==> src/rtl/cpu_pkg.sv <==
// cpu_pkg: opcodes, instruction classes and step encoding shared by the control unit and its bench.
package cpu_pkg;
  localparam int OP_W = 5;
  localparam logic [OP_W-1:0] OP_LD = 5'd0, OP_LDI = 5'd1, OP_ST = 5'd2, OP_ADD = 5'd3,
    OP_SUB = 5'd4, OP_AND = 5'd5, OP_OR = 5'd6, OP_ROR = 5'd7, OP_ROL = 5'd8, OP_SHR = 5'd9,
    OP_SHRA = 5'd10, OP_SHL = 5'd11, OP_ADDI = 5'd12, OP_ANDI = 5'd13, OP_ORI = 5'd14,
    OP_MUL = 5'd15, OP_DIV = 5'd16, OP_NEG = 5'd17, OP_NOT = 5'd18, OP_BRX = 5'd19,
    OP_JR = 5'd20, OP_JAL = 5'd21, OP_IN = 5'd22, OP_OUT = 5'd23, OP_MFHI = 5'd24,
    OP_MFLO = 5'd25, OP_NOP = 5'd26, OP_HALT = 5'd27;
  typedef enum logic [3:0] {
    ALU3, ALUI, LD, ST, MULDIV, UNARY, BR, JR, JAL, MOVE, IO, NOP, HALT
  } cls_t;
  typedef enum logic [2:0] {T0, T1, T2, T3, T4, T5, T6, T7} step_t;
  function automatic step_t last_step(input cls_t c);
    case (c)
      ALU3, ALUI: last_step = T5;
      LD, ST: last_step = T7;
      MULDIV, BR: last_step = T6;
      UNARY, JAL: last_step = T4;
      JR, MOVE, IO: last_step = T3;
      default: last_step = T2;
    endcase
  endfunction
endpackage

==> src/rtl/instr_class_decode.sv <==
// instr_class_decode: maps an opcode to its execution class; in/out decode as IO only with CTRL_IO_EN.
module instr_class_decode
  import cpu_pkg::*;
(
  input  logic [OP_W-1:0] opc,
  output cls_t            cls
);
  always_comb
    case (opc)
      OP_LD: cls = LD;
      OP_ST: cls = ST;
      OP_LDI, OP_ADDI, OP_ANDI, OP_ORI: cls = ALUI;
      OP_MUL, OP_DIV: cls = MULDIV;
      OP_NEG, OP_NOT: cls = UNARY;
      OP_BRX: cls = BR;
      OP_JR: cls = JR;
      OP_JAL: cls = JAL;
      OP_MFHI, OP_MFLO: cls = MOVE;
`ifdef CTRL_IO_EN
      OP_IN, OP_OUT: cls = IO;
`endif
      OP_HALT: cls = HALT;
      default: cls = (opc >= OP_ADD && opc <= OP_SHL) ? ALU3 : NOP;
    endcase
endmodule

==> src/rtl/control_sequencer.sv <==
// control_sequencer: hardwired T0..T7 control unit decoding datapath strobes from step and IR.
// Optional in/out instructions are enabled by defining CTRL_IO_EN.
module control_sequencer
  import cpu_pkg::*;
#(
  parameter int STEP_W = 3,
  parameter int OPC_W  = 5
) (
  input  logic             clk,
  input  logic             clr,
  input  logic [31:0]      IR,
  input  logic             con_ff,
  output logic             PC_out, MDR_out, ZLow_out, ZHigh_out, HI_out, LO_out, C_out, In_port_out,
  output logic             MAR_enable, MDR_enable, IR_enable, Y_enable, Z_enable, PC_enable,
  output logic             HI_enable, LO_enable, CON_enable, out_port_enable,
  output logic             IncPC, Read, RAM_write_enable,
  output logic             Gra, Grb, Grc, R_in, R_out, BA_out, link_sel,
  output logic [OPC_W-1:0] opcode,
  output logic             run
);
  logic [STEP_W-1:0] step, step_nx;
  logic active, halted, halted_nx, done;
  logic [OPC_W-1:0] opc, imm_op;
  logic unused_ir;
  cls_t cls;
  assign opc = IR[31 -: OPC_W];
  assign unused_ir = ^IR[31-OPC_W:0];
  assign run = active && !halted;
  assign imm_op = opc == OP_ANDI ? OP_AND : opc == OP_ORI ? OP_OR : OP_ADD;
  instr_class_decode u_dec (.opc(opc), .cls(cls));
  // active distinguishes the reset-pending state from T0 so run stays low until the first edge
  always_ff @(posedge clk or posedge clr)
    if (clr) begin
      step <= '0;
      active <= 1'b0;
      halted <= 1'b0;
    end else begin
      step <= step_nx;
      active <= 1'b1;
      halted <= halted_nx;
    end
  always_comb begin
    done = step == last_step(cls) || step == T7;
    step_nx = (!active || halted || done) ? '0 : step + STEP_W'(1);
    halted_nx = halted || (active && step == T2 && cls == HALT);
  end
  always_comb begin
    {PC_out, MDR_out, ZLow_out, ZHigh_out, HI_out, LO_out, C_out, In_port_out} = '0;
    {MAR_enable, MDR_enable, IR_enable, Y_enable, Z_enable, PC_enable} = '0;
    {HI_enable, LO_enable, CON_enable, out_port_enable} = '0;
    {IncPC, Read, RAM_write_enable, Gra, Grb, Grc, R_in, R_out, BA_out, link_sel} = '0;
    opcode = '0;
    if (run)
      case (step)
        T0: {PC_out, MAR_enable, IncPC, PC_enable} = '1;
        T1: {Read, MDR_enable} = '1;
        T2: {MDR_out, IR_enable} = '1;
        default:
          case (cls)
            ALU3:
              if (step == T3) {Grb, R_out, Y_enable} = '1;
              else if (step == T4) begin
                {Grc, R_out, Z_enable} = '1;
                opcode = opc;
              end else if (step == T5) {ZLow_out, Gra, R_in} = '1;
            // ld/st compute the effective address exactly like ldi before the memory steps
            ALUI, LD, ST:
              if (step == T3) {Grb, BA_out, Y_enable} = '1;
              else if (step == T4) begin
                {C_out, Z_enable} = '1;
                opcode = imm_op;
              end else if (step == T5) begin
                ZLow_out = 1'b1;
                if (cls == ALUI) {Gra, R_in} = '1;
                else MAR_enable = 1'b1;
              end else if (step == T6) begin
                MDR_enable = 1'b1;
                if (cls == LD) Read = 1'b1;
                else {Gra, R_out} = '1;
              end else if (step == T7) begin
                if (cls == LD) {MDR_out, Gra, R_in} = '1;
                else RAM_write_enable = 1'b1;
              end
            MULDIV:
              if (step == T3) {Gra, R_out, Y_enable} = '1;
              else if (step == T4) begin
                {Grb, R_out, Z_enable} = '1;
                opcode = opc;
              end else if (step == T5) {ZLow_out, LO_enable} = '1;
              else if (step == T6) {ZHigh_out, HI_enable} = '1;
            UNARY:
              if (step == T3) begin
                {Grb, R_out, Z_enable} = '1;
                opcode = opc;
              end else if (step == T4) {ZLow_out, Gra, R_in} = '1;
            BR:
              if (step == T3) {Gra, R_out, CON_enable} = '1;
              else if (step == T4) {PC_out, Y_enable} = '1;
              else if (step == T5) begin
                {C_out, Z_enable} = '1;
                opcode = OP_ADD;
              end else if (step == T6 && con_ff) {ZLow_out, PC_enable} = '1;
            JR: if (step == T3) {Gra, R_out, PC_enable} = '1;
            JAL:
              if (step == T3) {PC_out, link_sel, R_in} = '1;
              else if (step == T4) {Gra, R_out, PC_enable} = '1;
            MOVE:
              if (step == T3) begin
                {Gra, R_in} = '1;
                if (opc == OP_MFHI) HI_out = 1'b1;
                else LO_out = 1'b1;
              end
`ifdef CTRL_IO_EN
            IO:
              if (step == T3) begin
                if (opc == OP_IN) {In_port_out, Gra, R_in} = '1;
                else {Gra, R_out, out_port_enable} = '1;
              end
`endif
            default: ;
          endcase
      endcase
  end
endmodule

==> config.mk <==
export PLATFORM = sky130hd
export DESIGN_NAME = control_sequencer
export DESIGN_NICKNAME = d
export VERILOG_FILES = /design/src/rtl/cpu_pkg.sv /design/src/rtl/instr_class_decode.sv /design/src/rtl/control_sequencer.sv
export SDC_FILE = /design/constraint.sdc
export NUM_CORES = 1
export LEC_CHECK = 0
export BUFFER_PORTS_ARGS = -buffer_cell sky130_fd_sc_hd__buf_4
export CORE_MARGIN = 2
export CORE_UTILIZATION = 51
export DETAILED_ROUTE_END_ITERATION = 12
export PLACE_DENSITY = 0.91
export SYNTH_ARGS = -nofsm -noshare
export SYNTH_HDL_FRONTEND = slang
export SYNTH_SLANG_ARGS = --single-unit
==> constraint.sdc <==
create_clock -name clk -period 8.1 [get_ports clk]
set_input_delay 0.405 -clock clk [delete_from_list [all_inputs] [get_ports clk]]
set_output_delay 0.405 -clock clk [all_outputs]
set_load 0.005 [all_outputs]
==> flow_metrics.tcl <==
set metrics [dict create \
    status "finished clean" \
    end_kind "output pin" \
    routabilityCongestion 0.962 \
    finalCritPeriodShare_pct 43.8 \
    firstDrtPassIters 4 \
    synth-warning-count 0 \
    crit_top_cell "buf_4" \
    final.setup_skew_ps 0.114 \
    io_pins 69 \
    die-area_sq_um 3350 \
    crit_path_top_delay_cell "or3_1" \
    async_flop_share_pct 100 \
    grt_first_pass_wirelength_microns 7130 \
    critical_path.max_fanout 19 \
    post-dp-hpwl_microns 3300 \
    drc_errors 0 \
    timing_hold_violations_final 0 \
    syn_area_sq_um 1480 \
    crit_type "input pin to output pin" \
    holdWs_ps 68.2 \
    postSynthAreaPerCell_sq_um 6.70 \
    synth_seq_cells 5 \
    arrival_ps 3150 \
    grt.busiest_layer "met2" \
    worstPathCellList "buf_4, nor2b_1, o22ai_1, o221ai_1, inv_1, ha_1, or3_1, and2_1, a32oi_1, o21bai_1, a21oi_1, buf_4" \
    ys_types 59 \
    rr_endpoint "step[2]$_DFF_PP0_" \
    yosys.area.top_type "ha_1" \
    tightestPinTransition_ps 819 \
    syn_inst 221 \
    routed_wl_microns 4470 \
    layout_common_cells "buf_4, nand2_1, a21oi_1, inv_1, o21ai_0" \
    use_met2_pct 41.6 \
    globalRouteMet3Util_pct 4.69 \
    timing.final.ws_setup_ps 4550 \
    htreeDepth 1 \
    worstSetupStartpointType "input pin" \
    nets 291 \
    diodes 0 \
    total_power_w 0.000106 \
    hold_buffers 0 \
    overflow 0 \
    row_count 19 \
    post_drt_wl_per_cell_microns 16.3 \
    p_per_area_nw_per_um2 61.3 \
    dp_slack_ps 4600 \
    drive_gt1_share_pct 19.7 \
    drv_slew 0 \
    synth-seq-area-share_pct 8.45 \
    clk_latency_ps 230 \
    vias 1868 \
    leakage_nw 0.714 \
    io_buffer_count 39 \
    clk_pin_slew_ps 40 \
    ys.flop_type "dfrtp_1" \
    tritoncts "yes" \
    hp-class "input pin to asynchronous set/reset pin" \
    setup_viol 0 \
    post_cts_resized 0 \
    max_freq_ghz 0.282 \
    start_util_pct 53.7 \
    min_period_ps 3550 \
    maxSlewHeadroom_pct 44.8 \
    tns_ps 0 \
    die_h_microns 57.9 \
    synth_area_leaders "ha_1, dfrtp_1, a21oi_1, nand2_1, o21ai_0" \
    die_x_microns 57.9 \
    r2r_slack_ps 6530 \
    cts_inserted_buffers 3 \
    r2r_start "step[2]$_DFF_PP0_" \
    grt.total_usage_pct 26.2 \
    first_global_vias 1555 \
    drt_iter0_drc 218 \
    use_met1_pct 37.0 \
    area_growth_pct 16.8 \
    ant_nets 0 \
    vias_per_cell 6.79 \
    rsz0062_at_grt "no" \
    drv_cap 0 \
    clk_path_buf_depth 2 \
    crit_path_max_incr_delay_ps 470 \
    ir_worst_vdd_mv 0.0927 \
    post-cts-setup-buffers 0 \
    core_area_sq_um 2760 \
    yosysTopAreaCellShare_pct 9.30 \
    ff2ff_path_depth 3 \
    grt_max_degree 21 \
    clock_sinks 5 \
    synth_edf_count 0 \
    antenna_found_initial 0 \
    worstPathRequired_ps 7700 \
    cts_root_buffer "clkbuf_4" \
    final_common_cell "buf_4" \
]
## cell usage after synthesis (all sizes together), types with 2 or more instances
master and n:
a22oi 2, o2111a 3, a31oi 3, and2 5, o31ai 2, nor2 11
o22ai 4, nand2 22, clkbuf 9, a21oi 21, and3 6, o21a 2
inv 15, or2 2, nor2b 4, nand4 3, a211o 2, mux2i 2
nor4 3, dfrtp 5, nor3 7, o2111ai 2, nor3b 3, or3 3
conb 2, o21ai 15, o211ai 4, buf 12, nand3 7, a2111oi 3
a32oi 3, ha 11, nand3b 4, nand2b 2
## worst max path at each step
stage	from	to	slack (ps)	depth (start not counted)
finish	IR[27]	opcode[0]	4550	12
global route	IR[27]	opcode[0]	4420	12
CTS	IR[27]	opcode[0]	4580	12
detailed placement	IR[27]	opcode[0]	4600	12
global placement	IR[30]	opcode[0]	4660	10
floorplan	IR[27]	opcode[0]	4850	13
## per-layer routing
layer	vias up	part of all wire, %
met5	-	0
met4	0	0.94
met3	8	13
met2	136	46
met1	851	41
li1	873	-
## area by class of cell
class / instances / area, sq um
clock buffers: 4 / 26.3
flip-flops and latches: 5 / 125
repair buffers: 39 / 293
multi-input cells: 181 / 1190
inverters: 15 / 56.3
well taps: 31 / 38.8
fillers: 262 / 1030
## critical path: cells and delay by family
kind | cells | cell delay, ps
fa+ha+maj | 1 | 330
buf+inv | 3 | 490
compound gates | 5 | 950
simple gates | 3 | 960
## metrics by stage
stage	area (sq um)	util, %	cells
5_1_grt	1730	62.7	275
4_1_cts	1730	62.7	275
3_5_place_dp	1700	61.8	271
6_report	1730	62.7	275
2_1_floorplan	1480	-	222
3_3_place_gp	1700	61.8	271
## report_power, final
| group | total, W | leakage, nW | switching, W | internal, W |
|---|---|---|---|---|
| clock | 0.0000274 | 0.0150 | 0.00000890 | 0.0000185 |
| sequential | 0.0000255 | 0.0623 | 0.000000144 | 0.0000253 |
| combinational | 0.0000531 | 0.637 | 0.0000347 | 0.0000184 |
## sequential cells by signal, summed over array words and instances (netlist names)
| name | cells |
|---|---|
| active | 1 |
| halted | 1 |
| step | 3 |
## cells by family after synthesis
logic type	after synthesis	share of synthesized area (%)
AND/OR/NAND/NOR	85	30.5
AO/OA/AOI/OAI	80	38.5
buffers and inverters	36	11.4
adder cells (fa/ha/maj)	11	9.30
flip-flops	5	8.45
multiplexers	2	1.35
other	2	0.507
Note: power is estimated with default switching activity, not from simulation.
